## config.mk

```make
export PLATFORM = sky130hd
export DESIGN_NAME = uart_rx_frame_check
export DESIGN_NICKNAME = d
export VERILOG_FILES = /design/src/rtl/uart_rx_frame_check.sv
export SDC_FILE = /design/constraint.sdc
export NUM_CORES = 1
export LEC_CHECK = 0
export BUFFER_PORTS_ARGS = -buffer_cell sky130_fd_sc_hd__buf_2
export CORE_ASPECT_RATIO = 0.75
export CORE_MARGIN = 3
export CORE_UTILIZATION = 49
export CTS_CLUSTER_DIAMETER = 30
export CTS_CLUSTER_SIZE = 24
export DETAILED_ROUTE_END_ITERATION = 6
export PLACE_DENSITY_LB_ADDON = 0.05
export SKIP_LAST_GASP = 1
export SLEW_MARGIN = 20
export SYNTH_ARGS = -nofsm -noshare
export SYNTH_HDL_FRONTEND = slang
export SYNTH_SLANG_ARGS = --single-unit
```

## constraint.sdc

```tcl
create_clock -name clk -period 2.1 [get_ports clk]
set_clock_uncertainty 0.15 [all_clocks]
set_input_delay 0.105 -clock clk [delete_from_list [all_inputs] [get_ports clk]]
set_output_delay 0.105 -clock clk [all_outputs]
set_load 0.01 [all_outputs]
```

## src/rtl/uart_rx_frame_check.sv

```systemverilog
// UART RX frame checker: LSB-first deserialiser with parity and 1/2 stop-bit checks; RX_ERR_CNT_EN adds saturating error counters.
// Latency: frame_valid pulses for one clk after the edge that accepts the last stop strobe.
// Backpressure: none; the sampler paces the frame via bit_strobe, and frame_start restarts at any time.
module uart_rx_frame_check #(
    parameter int MAX_WIDTH = 8,
    parameter int CNT_W     = 8
) (
    input  logic                 clk,
    input  logic                 rst_n,
    input  logic                 EN,
    input  logic [3:0]           cfg_width,
    input  logic                 Par_chk_en,
    input  logic [1:0]           Parity_Type,
    input  logic                 cfg_stop2,
    input  logic                 frame_start,
    input  logic                 bit_strobe,
    input  logic                 sampled_bit,
    output logic [MAX_WIDTH-1:0] P_Data,
    output logic                 frame_valid,
    output logic                 par_error,
    output logic                 stop_error,
    output logic                 busy,
    output logic [CNT_W-1:0]     par_err_cnt,
    output logic [CNT_W-1:0]     stop_err_cnt,
    input  logic                 cnt_clr
);
    localparam logic [3:0] MAXW = 4'(MAX_WIDTH);

    typedef enum logic [2:0] {IDLE, DATA, PARITY, STOP, DONE} state_t;

    state_t               state, state_nxt;
    logic [MAX_WIDTH-1:0] shift_reg, shift_nxt;
    logic [3:0]           bit_cnt, bit_cnt_nxt;
    logic [3:0]           width_lat, width_nxt, width_clamped;
    logic [1:0]           ptype_lat, ptype_nxt;
    logic                 par_en_lat, par_en_nxt;
    logic                 stop2_lat, stop2_nxt;
    logic                 stop_idx, stop_idx_nxt;
    logic                 par_acc, par_acc_nxt;
    logic                 par_pend, par_pend_nxt;
    logic                 stop_pend, stop_pend_nxt;
    logic                 par_exp;
    logic                 load_out;

    always_comb begin
        width_clamped = cfg_width;
        if (cfg_width < 4'd5)
            width_clamped = 4'd5;
        else if (cfg_width > MAXW)
            width_clamped = MAXW;
    end

    always_comb begin
        unique case (ptype_lat)
            2'b00:   par_exp = par_acc;
            2'b01:   par_exp = ~par_acc;
            2'b10:   par_exp = 1'b1;
            default: par_exp = 1'b0;
        endcase
    end

    always_comb begin
        state_nxt     = state;
        shift_nxt     = shift_reg;
        bit_cnt_nxt   = bit_cnt;
        width_nxt     = width_lat;
        ptype_nxt     = ptype_lat;
        par_en_nxt    = par_en_lat;
        stop2_nxt     = stop2_lat;
        stop_idx_nxt  = stop_idx;
        par_acc_nxt   = par_acc;
        par_pend_nxt  = par_pend;
        stop_pend_nxt = stop_pend;
        load_out      = 1'b0;
        if (!EN) begin
            state_nxt = IDLE;
        end else if (frame_start) begin
            // Restart wins over everything, including a same-cycle strobe.
            state_nxt     = DATA;
            width_nxt     = width_clamped;
            ptype_nxt     = Parity_Type;
            par_en_nxt    = Par_chk_en;
            stop2_nxt     = cfg_stop2;
            shift_nxt     = '0;
            bit_cnt_nxt   = '0;
            stop_idx_nxt  = 1'b0;
            par_acc_nxt   = 1'b0;
            par_pend_nxt  = 1'b0;
            stop_pend_nxt = 1'b0;
        end else begin
            unique case (state)
                DATA: if (bit_strobe) begin
                    for (int i = 0; i < MAX_WIDTH; i++)
                        if (bit_cnt == 4'(i))
                            shift_nxt[i] = sampled_bit;
                    bit_cnt_nxt = bit_cnt + 4'd1;
                    par_acc_nxt = par_acc ^ sampled_bit;
                    if (bit_cnt == width_lat - 4'd1)
                        state_nxt = par_en_lat ? PARITY : STOP;
                end
                PARITY: if (bit_strobe) begin
                    par_pend_nxt = par_exp ^ sampled_bit;
                    state_nxt    = STOP;
                end
                STOP: if (bit_strobe) begin
                    stop_pend_nxt = stop_pend | ~sampled_bit;
                    if (stop2_lat && !stop_idx) begin
                        stop_idx_nxt = 1'b1;
                    end else begin
                        state_nxt = DONE;
                        load_out  = 1'b1;
                    end
                end
                DONE:    state_nxt = IDLE;
                default: state_nxt = IDLE;
            endcase
        end
    end

    always_ff @(posedge clk or negedge rst_n) begin
        if (!rst_n) begin
            state      <= IDLE;
            shift_reg  <= '0;
            bit_cnt    <= '0;
            width_lat  <= 4'd5;
            ptype_lat  <= 2'b00;
            par_en_lat <= 1'b0;
            stop2_lat  <= 1'b0;
            stop_idx   <= 1'b0;
            par_acc    <= 1'b0;
            par_pend   <= 1'b0;
            stop_pend  <= 1'b0;
            P_Data     <= '0;
            par_error  <= 1'b0;
            stop_error <= 1'b0;
        end else begin
            state      <= state_nxt;
            shift_reg  <= shift_nxt;
            bit_cnt    <= bit_cnt_nxt;
            width_lat  <= width_nxt;
            ptype_lat  <= ptype_nxt;
            par_en_lat <= par_en_nxt;
            stop2_lat  <= stop2_nxt;
            stop_idx   <= stop_idx_nxt;
            par_acc    <= par_acc_nxt;
            par_pend   <= par_pend_nxt;
            stop_pend  <= stop_pend_nxt;
            // Results are registered on entry to DONE so they are stable during the pulse.
            if (load_out) begin
                P_Data     <= shift_reg;
                par_error  <= par_pend_nxt;
                stop_error <= stop_pend_nxt;
            end
        end
    end

    assign frame_valid = EN && (state == DONE);
    assign busy        = EN && ((state == DATA) || (state == PARITY) || (state == STOP));

`ifdef RX_ERR_CNT_EN
    logic [CNT_W-1:0] par_cnt_r, stop_cnt_r;

    always_ff @(posedge clk or negedge rst_n) begin
        if (!rst_n) begin
            par_cnt_r  <= '0;
            stop_cnt_r <= '0;
        end else if (cnt_clr) begin
            par_cnt_r  <= '0;
            stop_cnt_r <= '0;
        end else if (frame_valid) begin
            if (par_error && !(&par_cnt_r))
                par_cnt_r <= par_cnt_r + 1'b1;
            if (stop_error && !(&stop_cnt_r))
                stop_cnt_r <= stop_cnt_r + 1'b1;
        end
    end

    assign par_err_cnt  = par_cnt_r;
    assign stop_err_cnt = stop_cnt_r;
`else
    logic unused_cnt_clr;
    assign unused_cnt_clr = cnt_clr;
    assign par_err_cnt    = '0;
    assign stop_err_cnt   = '0;
`endif
endmodule

```

==> results of run 1 <==
==> worst paths after layout <==
check	slack, ns	depth (start not counted)	endpoint
worst max-delay path	0.10	7	state[0]
worst min-delay path	0.03	4	width_lat[1]
worst max register to register	0.10	7	state[0]
worst min register to register	0.32	2	par_en_lat
max in group asynchronous	0.96	2	P_Data[0]
min in group asynchronous	0.30	2	width_lat[3]
==> layout make-up <==
type | count | area share, %
flip-flops and latches | 37 | 39.9
clock inverters | 1 | 0.215
clock buffers | 7 | 4.14
inverters | 10 | 1.61
repair buffers | 40 | 11.2
well taps | 52 | 2.80
multi-input cells | 145 | 40.1
==> timing repair <==
action                     CTS  global route
setup endpoints to repair    0             4
hold endpoints to repair    45             0
hold buffers                 9             0
resized for setup            0             2
==> synthesized netlist by cell type (all sizes together) <==
library cell,number
o31ai,2
nor4,1
o32ai,1
nand3,2
o21ai,6
o211ai,1
a31oi,3
or3b,1
ha,5
dfstp,2
inv,10
a21oi,2
buf,19
mux2,9
mux2i,8
xor2,1
or3,3
a22o,1
o41ai,1
a21boi,1
nand2b,3
nor2,15
nor4bb,2
o22ai,1
o311ai,1
nand2,40
clkbuf,6
xnor2,11
and3,1
dfrtp,35
nand4,1
nor3b,2
nand4bb,1
nor3,2
conb,1
a311oi,1
==> layer usage <==
layer / GRT usage [%] / vias to the layer above
li1: - / 715
met1: 22.4 / 687
met5: 0 / -
met4: 6.27 / 0
met2: 28.1 / 39
met3: 4.68 / 8
==> power by group through the flow <==
stage	Clock (W)	Combinational [W]	Sequential, W
after global placement	0	0.000228	0.000805
after floorplan	0	0.000197	0.000793
final	0.000545	0.000252	0.000794
after CTS	0.000557	0.000253	0.000794
after detailed placement	0	0.000237	0.000808
after global routing	0.000589	0.000282	0.000800
==> critical path: stages, from the launching register on <==
cell and delay [ns]:
sky130_fd_sc_hd__dfstp_2 0.57, sky130_fd_sc_hd__inv_1 0.05, sky130_fd_sc_hd__ha_1 0.29, sky130_fd_sc_hd__xnor2_1 0.15, sky130_fd_sc_hd__nor4_1 0.07, sky130_fd_sc_hd__buf_4 0.14, sky130_fd_sc_hd__a311oi_1 0.29, sky130_fd_sc_hd__mux2i_1 0.22
==> logic make-up after synthesis <==
family	count (synthesis)
muxes	17
DFF	37
xor gates and xnor gates	12
AOI/OAI and AO/OA	21
buffers and inverters	35
and+or+nand+nor	74
other	1
adders and majority gates	5
==> through the flow <==
stage          total power [W]  hold WS (ns)  util [%]  TNS [ns]  cells
2_1_floorplan         0.000990        -0.341         -         0    217
4_1_cts                0.00160        0.0249      61.3         0    292
5_1_grt                0.00167        0.0690      61.5  -0.00450    292
6_report               0.00159        0.0260      61.5         0    292
3_5_place_dp           0.00104         0.107      56.2         0    275
3_3_place_gp           0.00103        0.0916      56.2         0    275
==> results_tabular.tex, run 1 <==
\begin{tabular}{lr}
\hline
Metric & Value \\
\hline
\multicolumn{2}{l}{\textbf{Timing}} \\
\quad Final Max Tran Viols & 0 \\
\quad Crit path setup slack, layout & 0.104 ns \\
\quad Transition at the pin with the smallest max-transition slack & 0.839 ns \\
\quad Period utilisation layout & 95.0\% \\
\quad Hold Violations, Final & 0 \\
\quad Setup repair after global routing missed its margin & yes \\
\quad Achievable frequency & 501 MHz \\
\quad Worst slew slack as a fraction of its limit & 44.0\% \\
\quad Minimum clock period after layout & 2.00 ns \\
\quad Final setup violation count & 0 \\
\multicolumn{2}{l}{\textbf{Finish}} \\
\quad Antenna diode count & 0 \\
\quad Commonest cells after routing, fill and taps aside & sky130\_fd\_sc\_hd\_\_nand2\_1, sky130\_fd\_sc\_hd\_\_dfrtp\_1, sky130\_fd\_sc\_hd\_\_buf\_2 \\
\quad Share of cells above drive strength 1 & 22.5\% \\
\quad Count of nets after finishing & 259 \\
\quad Area occupied by multi-input gates & 933 µm² \\
\quad Footprint of the flip-flops and latches & 928 µm² \\
\quad Area growth from synthesis to final layout & 16.3\% \\
\quad Total of fill cells in the finished design & 323 \\
\quad Most common library cell in the layout ignoring fill and taps & sky130\_fd\_sc\_hd\_\_nand2\_1 \\
\quad Area of all placed cells without fillers & 2330 µm² \\
\multicolumn{2}{l}{\textbf{Setup path}} \\
\quad Data arrival, critical path & 2.06 ns \\
\quad Nature of the critical path endpoint & register \\
\quad Worst Path Class, Setup & reg2reg \\
\quad Launch instance of the worst register-to-register path & width\_lat[0] \\
\quad Worst setup SP type & register \\
\quad Setup crit start & width\_lat[0] \\
\quad CP Data Required Time & 2.17 ns \\
\quad Highest net fanout along the worst path & 4 \\
\multicolumn{2}{l}{\textbf{Clocking}} \\
\quad Worst-skew pair later-pin latency & 0.29 ns \\
\quad CTS buffer count & 5 \\
\quad CTS tree & done \\
\quad Setup repair bufs after CTS & 0 \\
\quad Sinks on the clock net & 37 \\
\quad Max Root-Sink Buffers & 2 \\
\quad Level count of the clock H-tree & 2 \\
\quad Clock slew at the register clock pins of the worst setup and hold paths & 0.08 ns \\
\quad Clock Root Buffer & sky130\_fd\_sc\_hd\_\_clkbuf\_8 \\
\multicolumn{2}{l}{\textbf{Die}} \\
\quad Die footprint & 4890 µm² \\
\quad Initial Utilization & 52.9\% \\
\quad Number of placement rows & 19 \\
\quad CORE AREA & 3780 µm² \\
\quad Width of the chip & 79.8 µm \\
\quad Y dimension of the die & 61.3 µm \\
\quad I/O pin cnt & 43 \\
\multicolumn{2}{l}{\textbf{Power}} \\
\quad Largest voltage drop on the vdd net & 0.000432 V \\
\quad Switching share of total power & 26.8\% \\
\quad Sequential share of power & 49.9\% \\
\quad Combinational fraction of design power & 15.9\% \\
\quad Lkg Pwr & 1.21 nW \\
\quad Total power density per cell area & 684 nW/µm² \\
\quad Part of the total power dissipated in the clock network & 34.3\% \\
\quad Power spent charging and discharging nets & 0.000426 W \\
\quad Internal Dissipation & 0.00117 W \\
\multicolumn{2}{l}{\textbf{Synthesis}} \\
\quad Cell taking the most area after synthesis & sky130\_fd\_sc\_hd\_\_dfrtp\_1 \\
\quad Fraction of synthesized cell area in xor and xnor cells & 5.26\% \\
\quad Cells after synthesis & 202 \\
\quad Simple-gate portion of the synthesized area & 17.3\% \\
\quad Area fraction in compound gates after synthesis & 6.95\% \\
\quad Synth Warn \# & 0 \\
\quad Fraction of synthesized area in multiplexers & 10.6\% \\
\quad Sequential-to-total area share from yosys stat & 46.4\% \\
\quad Share of synthesized cell area in full adder, half adder and majority cells & 3.13\% \\
\quad Cell types occupying the most area after synthesis & sky130\_fd\_sc\_hd\_\_dfrtp\_1, sky130\_fd\_sc\_hd\_\_nand2\_1, sky130\_fd\_sc\_hd\_\_buf\_4 \\
\quad Mapped cell area & 2000 µm² \\
\quad Post-synthesis average cell area & 9.90 µm² \\
\quad Unique masters post-synth & 40 \\
\quad Number of synthesized register bits & 37 \\
\quad Main combinational cell family by area after synthesis & simple AND/OR/NAND/NOR gates \\
\quad Top cell type's share of synthesized area & 43.8\% \\
\multicolumn{2}{l}{\textbf{Routing}} \\
\quad Total Wirelength & 3890 µm \\
\quad Vias after detailed routing & 1,449 \\
\quad Met3 Routed Length & 192 µm \\
\quad DRC & 0 \\
\quad Number of search-and-repair iterations in the first detailed-routing pass & 4 \\
\quad Met2 WL & 1750 µm \\
\quad Antenna-violating nets left & 0 \\
\quad Vias per inst & 4.96 \\
\quad Top Layer Used & met4 \\
\quad Routed metal-1 wirelength & 1910 µm \\
\quad Routed wire per std cell & 13.3 µm \\
\quad Violation count after the first detailed-route iteration & 35 \\
\multicolumn{2}{l}{\textbf{GRT}} \\
\quad Number of global-route vias before repair & 1,407 \\
\quad Number of antenna violations at the first check in global routing & 0 \\
\quad GRT overflow & 0 \\
\quad Global-route wire length before repair & 6390 µm \\
\quad Pin count of the biggest net entering global routing & 38 \\
\quad Aggregate global-route resource usage & 17.2\% \\
\multicolumn{2}{l}{\textbf{Hold path}} \\
\quad Worst hold path type & in2reg \\
\quad Hold\_sp & cfg\_width[2] \\
\multicolumn{2}{l}{\textbf{Placed design}} \\
\quad Number of I/O port buffers & 25 \\
\quad Pre-CTS setup slack & 0.105 ns \\
\quad Hpwl dp & 2700 µm \\
\quad Placer Congestion & 0.856 \\
\quad Area after DPL & 2120 µm² \\
\multicolumn{2}{l}{\textbf{Run status}} \\
\quad Status & complete, no violations \\
\multicolumn{2}{l}{\textbf{Job}} \\
\quad Number of max-capacitance violations reported & 0 \\
\hline
\end{tabular}
Power figures use the tool's default switching activity.
==> run 2, diff against run 1 <==
--- a/config.mk
+++ b/config.mk
@@ -5,6 +5,7 @@
 export SDC_FILE = /design/constraint.sdc
 export NUM_CORES = 1
 export LEC_CHECK = 0
+export ABC_AREA = 1
 export BUFFER_PORTS_ARGS = -buffer_cell sky130_fd_sc_hd__buf_2
 export CORE_ASPECT_RATIO = 0.75
 export CORE_MARGIN = 3
==> results_tabular.tex, run 2 <==
\begin{tabular}{lr}
\hline
Metric & Value \\
\hline
\multicolumn{2}{l}{\textbf{Run status}} \\
\quad Status & complete, no violations \\
\multicolumn{2}{l}{\textbf{Synthesis}} \\
\quad Unique masters post-synth & 29 \\
\quad Fraction of synthesized area in multiplexers & 0\% \\
\quad Synth Warn \# & 0 \\
\quad Most frequently used cell type in the post-synthesis netlist & sky130\_fd\_sc\_hd\_\_nand2\_1 \\
\quad Cell taking the most area after synthesis & sky130\_fd\_sc\_hd\_\_dfrtp\_1 \\
\quad Area fraction in compound gates after synthesis & 12.6\% \\
\quad Mapped cell area & 2020 µm² \\
\quad Commonest register cell after synthesis & sky130\_fd\_sc\_hd\_\_dfrtp\_1 \\
\quad Top cell type's share of synthesized area & 43.4\% \\
\quad Share of synthesized cell area in full adder, half adder and majority cells & 3.10\% \\
\quad Number of synthesized register bits & 37 \\
\quad Simple-gate portion of the synthesized area & 25.7\% \\
\quad Top cells by instance count after synthesis & sky130\_fd\_sc\_hd\_\_nand2\_1, sky130\_fd\_sc\_hd\_\_dfrtp\_1, sky130\_fd\_sc\_hd\_\_inv\_1, sky130\_fd\_sc\_hd\_\_o21ai\_0 \\
\quad Fraction of synthesized cell area in xor and xnor cells & 0.434\% \\
\quad EDFF count, synth & 0 \\
\quad FFs w/ async S/R, synth & 100\% \\
\quad Post-synthesis average cell area & 7.92 µm² \\
\quad Cell types occupying the most area after synthesis & sky130\_fd\_sc\_hd\_\_dfrtp\_1, sky130\_fd\_sc\_hd\_\_nand2\_1, sky130\_fd\_sc\_hd\_\_buf\_4 \\
\quad Cells after synthesis & 255 \\
\quad Sequential-to-total area share from yosys stat & 46.0\% \\
\quad Main combinational cell family by area after synthesis & simple AND/OR/NAND/NOR gates \\
\multicolumn{2}{l}{\textbf{GRT}} \\
\quad Number of global-route vias before repair & 1,635 \\
\quad Aggregate global-route resource usage & 19.8\% \\
\quad Global-route wire length before repair & 7270 µm \\
\quad GRT overflow & 0 \\
\quad Pin count of the biggest net entering global routing & 38 \\
\quad Number of antenna violations at the first check in global routing & 0 \\
\multicolumn{2}{l}{\textbf{Setup path}} \\
\quad Count of cells along the worst register-to-register path & 13 \\
\quad Most used cell along the critical path & sky130\_fd\_sc\_hd\_\_dlygate4sd3\_1 \\
\quad CP Buf/Inv Count & 4 \\
\quad Worst path top cell family by delay & buffers and inverters \\
\quad Nature of the critical path endpoint & register \\
\quad Data arrival, critical path & 2.00 ns \\
\quad Critical R2R Capture & state[0] \\
\quad Setup crit start & cfg\_width[2] \\
\quad Slowest stage cell, crit path & sky130\_fd\_sc\_hd\_\_dlygate4sd3\_1 \\
\quad Launch instance of the worst register-to-register path & width\_lat[0] \\
\quad Worst path max stage delay & 0.57 ns \\
\quad Highest net fanout along the worst path & 2 \\
\quad Worst setup SP type & input port \\
\quad Worst Path Class, Setup & in2reg \\
\quad Worst path cell trace & dlygate4sd3\_1 > buf\_2 > nand2\_1 > dlygate4sd3\_1 > o22ai\_1 > dlygate4sd3\_1 \\
\quad Flop2flop setup slack & 0.22 ns \\
\quad CP Data Required Time & 2.12 ns \\
\multicolumn{2}{l}{\textbf{Power}} \\
\quad Power spent charging and discharging nets & 0.000500 W \\
\quad Total power density per cell area & 754 nW/µm² \\
\quad Lkg Pwr & 1.27 nW \\
\quad Largest voltage drop on the vdd net & 0.000535 V \\
\quad Internal Dissipation & 0.00129 W \\
\quad Sequential share of power & 46.4\% \\
\quad Part of the total power dissipated in the clock network & 35.9\% \\
\quad Combinational fraction of design power & 17.7\% \\
\quad Switching share of total power & 28.0\% \\
\multicolumn{2}{l}{\textbf{Finish}} \\
\quad Share of cells above drive strength 1 & 16.8\% \\
\quad Area of all placed cells without fillers & 2370 µm² \\
\quad Commonest cells after routing, fill and taps aside & sky130\_fd\_sc\_hd\_\_nand2\_1, sky130\_fd\_sc\_hd\_\_dfrtp\_1, sky130\_fd\_sc\_hd\_\_buf\_2 \\
\quad Area growth from synthesis to final layout & 17.3\% \\
\quad Area occupied by multi-input gates & 905 µm² \\
\quad Most common library cell in the layout ignoring fill and taps & sky130\_fd\_sc\_hd\_\_nand2\_1 \\
\quad Share of the core filled with cells & 62.3\% \\
\quad Footprint of the flip-flops and latches & 928 µm² \\
\quad Count of nets after finishing & 316 \\
\quad Antenna diode count & 0 \\
\quad Non-filler cells in the finished layout & 349 \\
\quad Total of fill cells in the finished design & 332 \\
\multicolumn{2}{l}{\textbf{Routing}} \\
\quad Violation count after the first detailed-route iteration & 123 \\
\quad Antenna-violating nets left & 0 \\
\quad Vias after detailed routing & 1,672 \\
\quad Number of search-and-repair iterations in the first detailed-routing pass & 4 \\
\quad Total Wirelength & 4140 µm \\
\quad DRC & 0 \\
\quad Vias per inst & 4.79 \\
\quad Routed wire per std cell & 11.9 µm \\
\multicolumn{2}{l}{\textbf{Timing}} \\
\quad Hold Violations, Final & 0 \\
\quad Minimum clock period after layout & 1.98 ns \\
\quad Final Max Tran Viols & 0 \\
\quad Transition at the pin with the smallest max-transition slack & 0.798 ns \\
\quad Sum of negative setup slack & 0 ns \\
\quad Setup repair after global routing missed its margin & no \\
\quad Period utilisation layout & 94.4\% \\
\quad Hold Slack & 0.0267 ns \\
\quad Final setup violation count & 0 \\
\quad Achievable frequency & 505 MHz \\
\quad Worst slew slack as a fraction of its limit & 46.8\% \\
\multicolumn{2}{l}{\textbf{Clocking}} \\
\quad CTS buffer count & 5 \\
\quad Clock slew at the register clock pins of the worst setup and hold paths & 0.07 ns \\
\quad Clock Root Buffer & sky130\_fd\_sc\_hd\_\_clkbuf\_8 \\
\quad Level count of the clock H-tree & 2 \\
\quad Count of cells resized by post-cts repair & 0 \\
\quad Worst-skew pair later-pin latency & 0.29 ns \\
\quad Max Root-Sink Buffers & 2 \\
\quad Sinks on the clock net & 37 \\
\quad CTS tree & done \\
\multicolumn{2}{l}{\textbf{Die}} \\
\quad I/O pin cnt & 43 \\
\quad CORE AREA & 3800 µm² \\
\quad Width of the chip & 80.1 µm \\
\quad Y dimension of the die & 61.6 µm \\
\quad Number of placement rows & 19 \\
\quad Die footprint & 4940 µm² \\
\quad Initial Utilization & 53.1\% \\
\multicolumn{2}{l}{\textbf{Placed design}} \\
\quad Hpwl dp & 2980 µm \\
\quad Number of I/O port buffers & 25 \\
\quad Placer Congestion & 0.801 \\
\quad Area after DPL & 2140 µm² \\
\quad Number of placed instances with taps included & 330 \\
\multicolumn{2}{l}{\textbf{Job}} \\
\quad Number of max-capacitance violations reported & 0 \\
\multicolumn{2}{l}{\textbf{Hold path}} \\
\quad Hold\_sp & sampled\_bit \\
\quad Endpoint with the worst hold slack & stop\_pend \\
\quad Worst hold path type & in2reg \\
\quad Count of cells along the worst hold path & 4 \\
\hline
\end{tabular}
[run 2: cell count changes in the layout (fill, tap and decap cells not counted), moves of 3 or more]
cell / before / now
sky130_fd_sc_hd__nand3_1: 2 / 17
sky130_fd_sc_hd__inv_2: 0 / 5
sky130_fd_sc_hd__mux2i_1: 8 / 0
sky130_fd_sc_hd__buf_4: 6 / 2
sky130_fd_sc_hd__o21ai_0: 6 / 23
sky130_fd_sc_hd__a31oi_1: 3 / 0
sky130_fd_sc_hd__xnor2_1: 11 / 0
sky130_fd_sc_hd__nand2_1: 40 / 82
sky130_fd_sc_hd__nand2b_1: 3 / 0
sky130_fd_sc_hd__o21ai_1: 0 / 3
sky130_fd_sc_hd__a21oi_1: 2 / 6
sky130_fd_sc_hd__inv_1: 10 / 23
sky130_fd_sc_hd__mux2_4: 8 / 0
[run 2: power by group through the flow]
stage	Sequential, W	Combinational (W)	Clock, W
global route	0.000839	0.000371	0.000686
floorplan	0.000836	0.000233	0
global placement	0.000842	0.000292	0
detailed placement	0.000843	0.000298	0
finish	0.000829	0.000316	0.000641
CTS	0.000829	0.000317	0.000660
[run 2: final cells by class]
type,instances,area share [%]
clock buffer,7,3.64
clock inverter,1,1.27
inverter,28,4.44
multi-input combinational,186,38.2
sequential,37,39.2
tap,52,2.75
timing repair buffer,38,10.6
[run 2: timing repair]
item                                   in CTS  in global routing
setup buffers                               0                  0
endpoints found under the hold margin      43                  0
hold buffers                               11                  0
[run 2: worst max path at each step]
stage | to | slack, ns | depth (start not counted)
floorplan | state[1] | 0.40 | 13
global placement | state[1] | 0.29 | 13
detailed placement | state[0] | 0.25 | 13
CTS | width_lat[1] | 0.17 | 6
global route | state[1] | 0.02 | 13
finish | width_lat[1] | 0.12 | 6
[run 2: layer usage]
layer	wire length (µm)	global-route usage (%)
met5	0	0
met4	49	6.27
met3	241	6.29
met2	1810	30.9
met1	2040	26.5
[run 2: logic make-up after synthesis]
kind of cell               Yosys count
AOI/OAI and AO/OA                   43
xor gates and xnor gates             1
adders and majority gates            5
buffers and inverters               47
DFF                                 37
other                                1
and+or+nand+nor                    121
[run 2: worst min-delay path: stages]
cell and delay, ns:
sky130_fd_sc_hd__buf_2 0.14, sky130_fd_sc_hd__o21bai_1 0.08, sky130_fd_sc_hd__inv_1 0.07, sky130_fd_sc_hd__nor2_1 0.04
[run 2: metrics by stage]
step	setup slack (ns)	total power, W
detailed placement	0.248	0.00114
global placement	0.292	0.00113
CTS	0.172	0.00181
finish	0.118	0.00179
floorplan	0.403	0.00107
global route	0.0163	0.00190
==> run 3, diff against run 2 <==
--- a/config.mk
+++ b/config.mk
@@ -9,7 +9,7 @@
 export BUFFER_PORTS_ARGS = -buffer_cell sky130_fd_sc_hd__buf_2
 export CORE_ASPECT_RATIO = 0.75
 export CORE_MARGIN = 3
-export CORE_UTILIZATION = 49
+export CORE_UTILIZATION = 53
 export CTS_CLUSTER_DIAMETER = 30
 export CTS_CLUSTER_SIZE = 24
 export DETAILED_ROUTE_END_ITERATION = 6
==> constraint.sdc (replaced) <==
create_clock -name clk -period 2.4 [get_ports clk]
set_clock_uncertainty 0.15 [all_clocks]
set_input_delay 0.12 -clock clk [delete_from_list [all_inputs] [get_ports clk]]
set_output_delay 0.12 -clock clk [all_outputs]
set_load 0.01 [all_outputs]
==> results_tabular.tex, run 3 (same netlist as run 2, synthesis figures left out) <==
\begin{tabular}{lr}
\hline
Metric & Value \\
\hline
\multicolumn{2}{l}{\textbf{Placed design}} \\
\quad Placer Congestion & 0.893 \\
\quad Number of I/O port buffers & 25 \\
\quad Area after DPL & 2140 µm² \\
\quad Hpwl dp & 2920 µm \\
\quad Number of placed instances with taps included & 328 \\
\multicolumn{2}{l}{\textbf{Timing}} \\
\quad Setup repair after global routing missed its margin & no \\
\quad Transition at the pin with the smallest max-transition slack & 0.807 ns \\
\quad Final setup violation count & 0 \\
\quad Hold Violations, Final & 0 \\
\quad Period utilisation layout & 83.6\% \\
\quad Achievable frequency & 499 MHz \\
\quad Minimum clock period after layout & 2.01 ns \\
\quad Sum of negative setup slack & 0 ns \\
\quad Hold Slack & 0.0394 ns \\
\quad Final Max Tran Viols & 0 \\
\quad Worst slew slack as a fraction of its limit & 46.2\% \\
\multicolumn{2}{l}{\textbf{Hold path}} \\
\quad Worst hold path type & in2reg \\
\quad Count of cells along the worst hold path & 3 \\
\multicolumn{2}{l}{\textbf{Routing}} \\
\quad Vias per inst & 4.87 \\
\quad Total Wirelength & 4160 µm \\
\quad Number of search-and-repair iterations in the first detailed-routing pass & 4 \\
\quad Violation count after the first detailed-route iteration & 155 \\
\quad DRC & 0 \\
\quad Routed wire per std cell & 12.0 µm \\
\quad Antenna-violating nets left & 0 \\
\quad Vias after detailed routing & 1,689 \\
\multicolumn{2}{l}{\textbf{Setup path}} \\
\quad Nature of the critical path endpoint & register \\
\quad Worst setup SP type & input port \\
\quad CP Data Required Time & 2.43 ns \\
\quad Count of cells along the worst register-to-register path & 13 \\
\quad Flop2flop setup slack & 0.50 ns \\
\quad Data arrival, critical path & 2.04 ns \\
\quad Worst Path Class, Setup & in2reg \\
\quad Highest net fanout along the worst path & 2 \\
\multicolumn{2}{l}{\textbf{Clocking}} \\
\quad Clock Root Buffer & sky130\_fd\_sc\_hd\_\_clkbuf\_8 \\
\quad Sinks on the clock net & 37 \\
\quad Setup repair bufs after CTS & 0 \\
\quad Level count of the clock H-tree & 2 \\
\quad CTS buffer count & 5 \\
\quad Max Root-Sink Buffers & 2 \\
\quad Worst-skew pair later-pin latency & 0.29 ns \\
\quad Count of cells resized by post-cts repair & 0 \\
\quad Clock slew at the register clock pins of the worst setup and hold paths & 0.08 ns \\
\quad CTS tree & done \\
\multicolumn{2}{l}{\textbf{Power}} \\
\quad Switching share of total power & 29.2\% \\
\quad Internal Dissipation & 0.00110 W \\
\quad Sequential share of power & 47.0\% \\
\quad Combinational fraction of design power & 17.7\% \\
\quad Part of the total power dissipated in the clock network & 35.4\% \\
\quad Total power & 0.00155 W \\
\quad Power spent charging and discharging nets & 0.000452 W \\
\quad Total power density per cell area & 654 nW/µm² \\
\quad Lkg Pwr & 1.26 nW \\
\quad Largest voltage drop on the vdd net & 0.000445 V \\
\multicolumn{2}{l}{\textbf{Finish}} \\
\quad Share of cells above drive strength 1 & 17.2\% \\
\quad Area growth from synthesis to final layout & 17.2\% \\
\quad Commonest cells after routing, fill and taps aside & sky130\_fd\_sc\_hd\_\_nand2\_1, sky130\_fd\_sc\_hd\_\_dfrtp\_1, sky130\_fd\_sc\_hd\_\_buf\_2 \\
\quad Count of nets after finishing & 316 \\
\quad Most common library cell in the layout ignoring fill and taps & sky130\_fd\_sc\_hd\_\_nand2\_1 \\
\quad Area of all placed cells without fillers & 2370 µm² \\
\quad Non-filler cells in the finished layout & 347 \\
\quad Antenna diode count & 0 \\
\multicolumn{2}{l}{\textbf{GRT}} \\
\quad GRT overflow & 0 \\
\quad Number of global-route vias before repair & 1,604 \\
\quad Global-route wire length before repair & 7420 µm \\
\quad Pin count of the biggest net entering global routing & 38 \\
\quad Number of antenna violations at the first check in global routing & 0 \\
\quad Aggregate global-route resource usage & 20.7\% \\
\multicolumn{2}{l}{\textbf{Die}} \\
\quad Y dimension of the die & 59.5 µm \\
\quad CORE AREA & 3470 µm² \\
\quad Number of placement rows & 18 \\
\quad Width of the chip & 77.3 µm \\
\quad I/O pin cnt & 43 \\
\quad Initial Utilization & 58.2\% \\
\quad Die footprint & 4590 µm² \\
\multicolumn{2}{l}{\textbf{Run status}} \\
\quad Status & complete, no violations \\
\multicolumn{2}{l}{\textbf{Job}} \\
\quad Number of max-capacitance violations reported & 0 \\
\hline
\end{tabular}
-- run 3: per-layer routing --
layer  share of wire (%)  global-route usage, %
met1                  49                   28.7
met2                  44                   31.6
met3                 5.9                   6.69
met4                 1.1                   5.33
met5                   0                      0
-- run 3: final timing paths --
path,startpoint,endpoint
max,cfg_width[2],width_lat[1]
min,EN,stop_idx
max reg2reg,width_lat[0],state[1]
min reg2reg,shift_reg[5],P_Data[5]
max in group asynchronous,rst_n,bit_cnt[1]
min in group asynchronous,rst_n,ptype_lat[0]
-- run 3: layout make-up --
cell class / instances / area, µm²
sequential: 37 / 928
multi-input combinational: 186 / 905
clock buffer: 5 / 68.8
tap: 50 / 62.6
inverter: 28 / 105
timing repair buffer: 38 / 250
clock inverter: 3 / 46.3
fill: 316 / 1100
-- run 3: what timing repair did --
| item | CTS | global route |
|---|---|---|
| setup endpoints to repair | 0 | 0 |
| hold buffers | 11 | 0 |
| endpoints found under the hold margin | 43 | 0 |
-- run 3: power by group through the flow --
| stage | registers, W | clock network (W) | logic [W] |
|---|---|---|---|
| 3_3_place_gp | 0.000737 | 0 | 0.000254 |
| 3_5_place_dp | 0.000739 | 0 | 0.000259 |
| 4_1_cts | 0.000726 | 0.000559 | 0.000274 |
| 6_report | 0.000727 | 0.000547 | 0.000274 |
| 2_1_floorplan | 0.000731 | 0 | 0.000204 |
| 5_1_grt | 0.000737 | 0.000589 | 0.000323 |
-- run 3: worst max-delay path, cell delays in order --
cell	delay [ns]
sky130_fd_sc_hd__dlygate4sd3_1	0.53
sky130_fd_sc_hd__buf_2	0.12
sky130_fd_sc_hd__nand2_1	0.06
sky130_fd_sc_hd__dlygate4sd3_1	0.55
sky130_fd_sc_hd__o22ai_1	0.08
sky130_fd_sc_hd__dlygate4sd3_1	0.57
-- run 3: metrics by stage --
step	utilization [%]	setup slack (ns)
floorplan	-	0.703
finish	68.2	0.394
global route	68.2	0.284
CTS	68.2	0.451
detailed placement	61.7	0.541
global placement	61.7	0.586
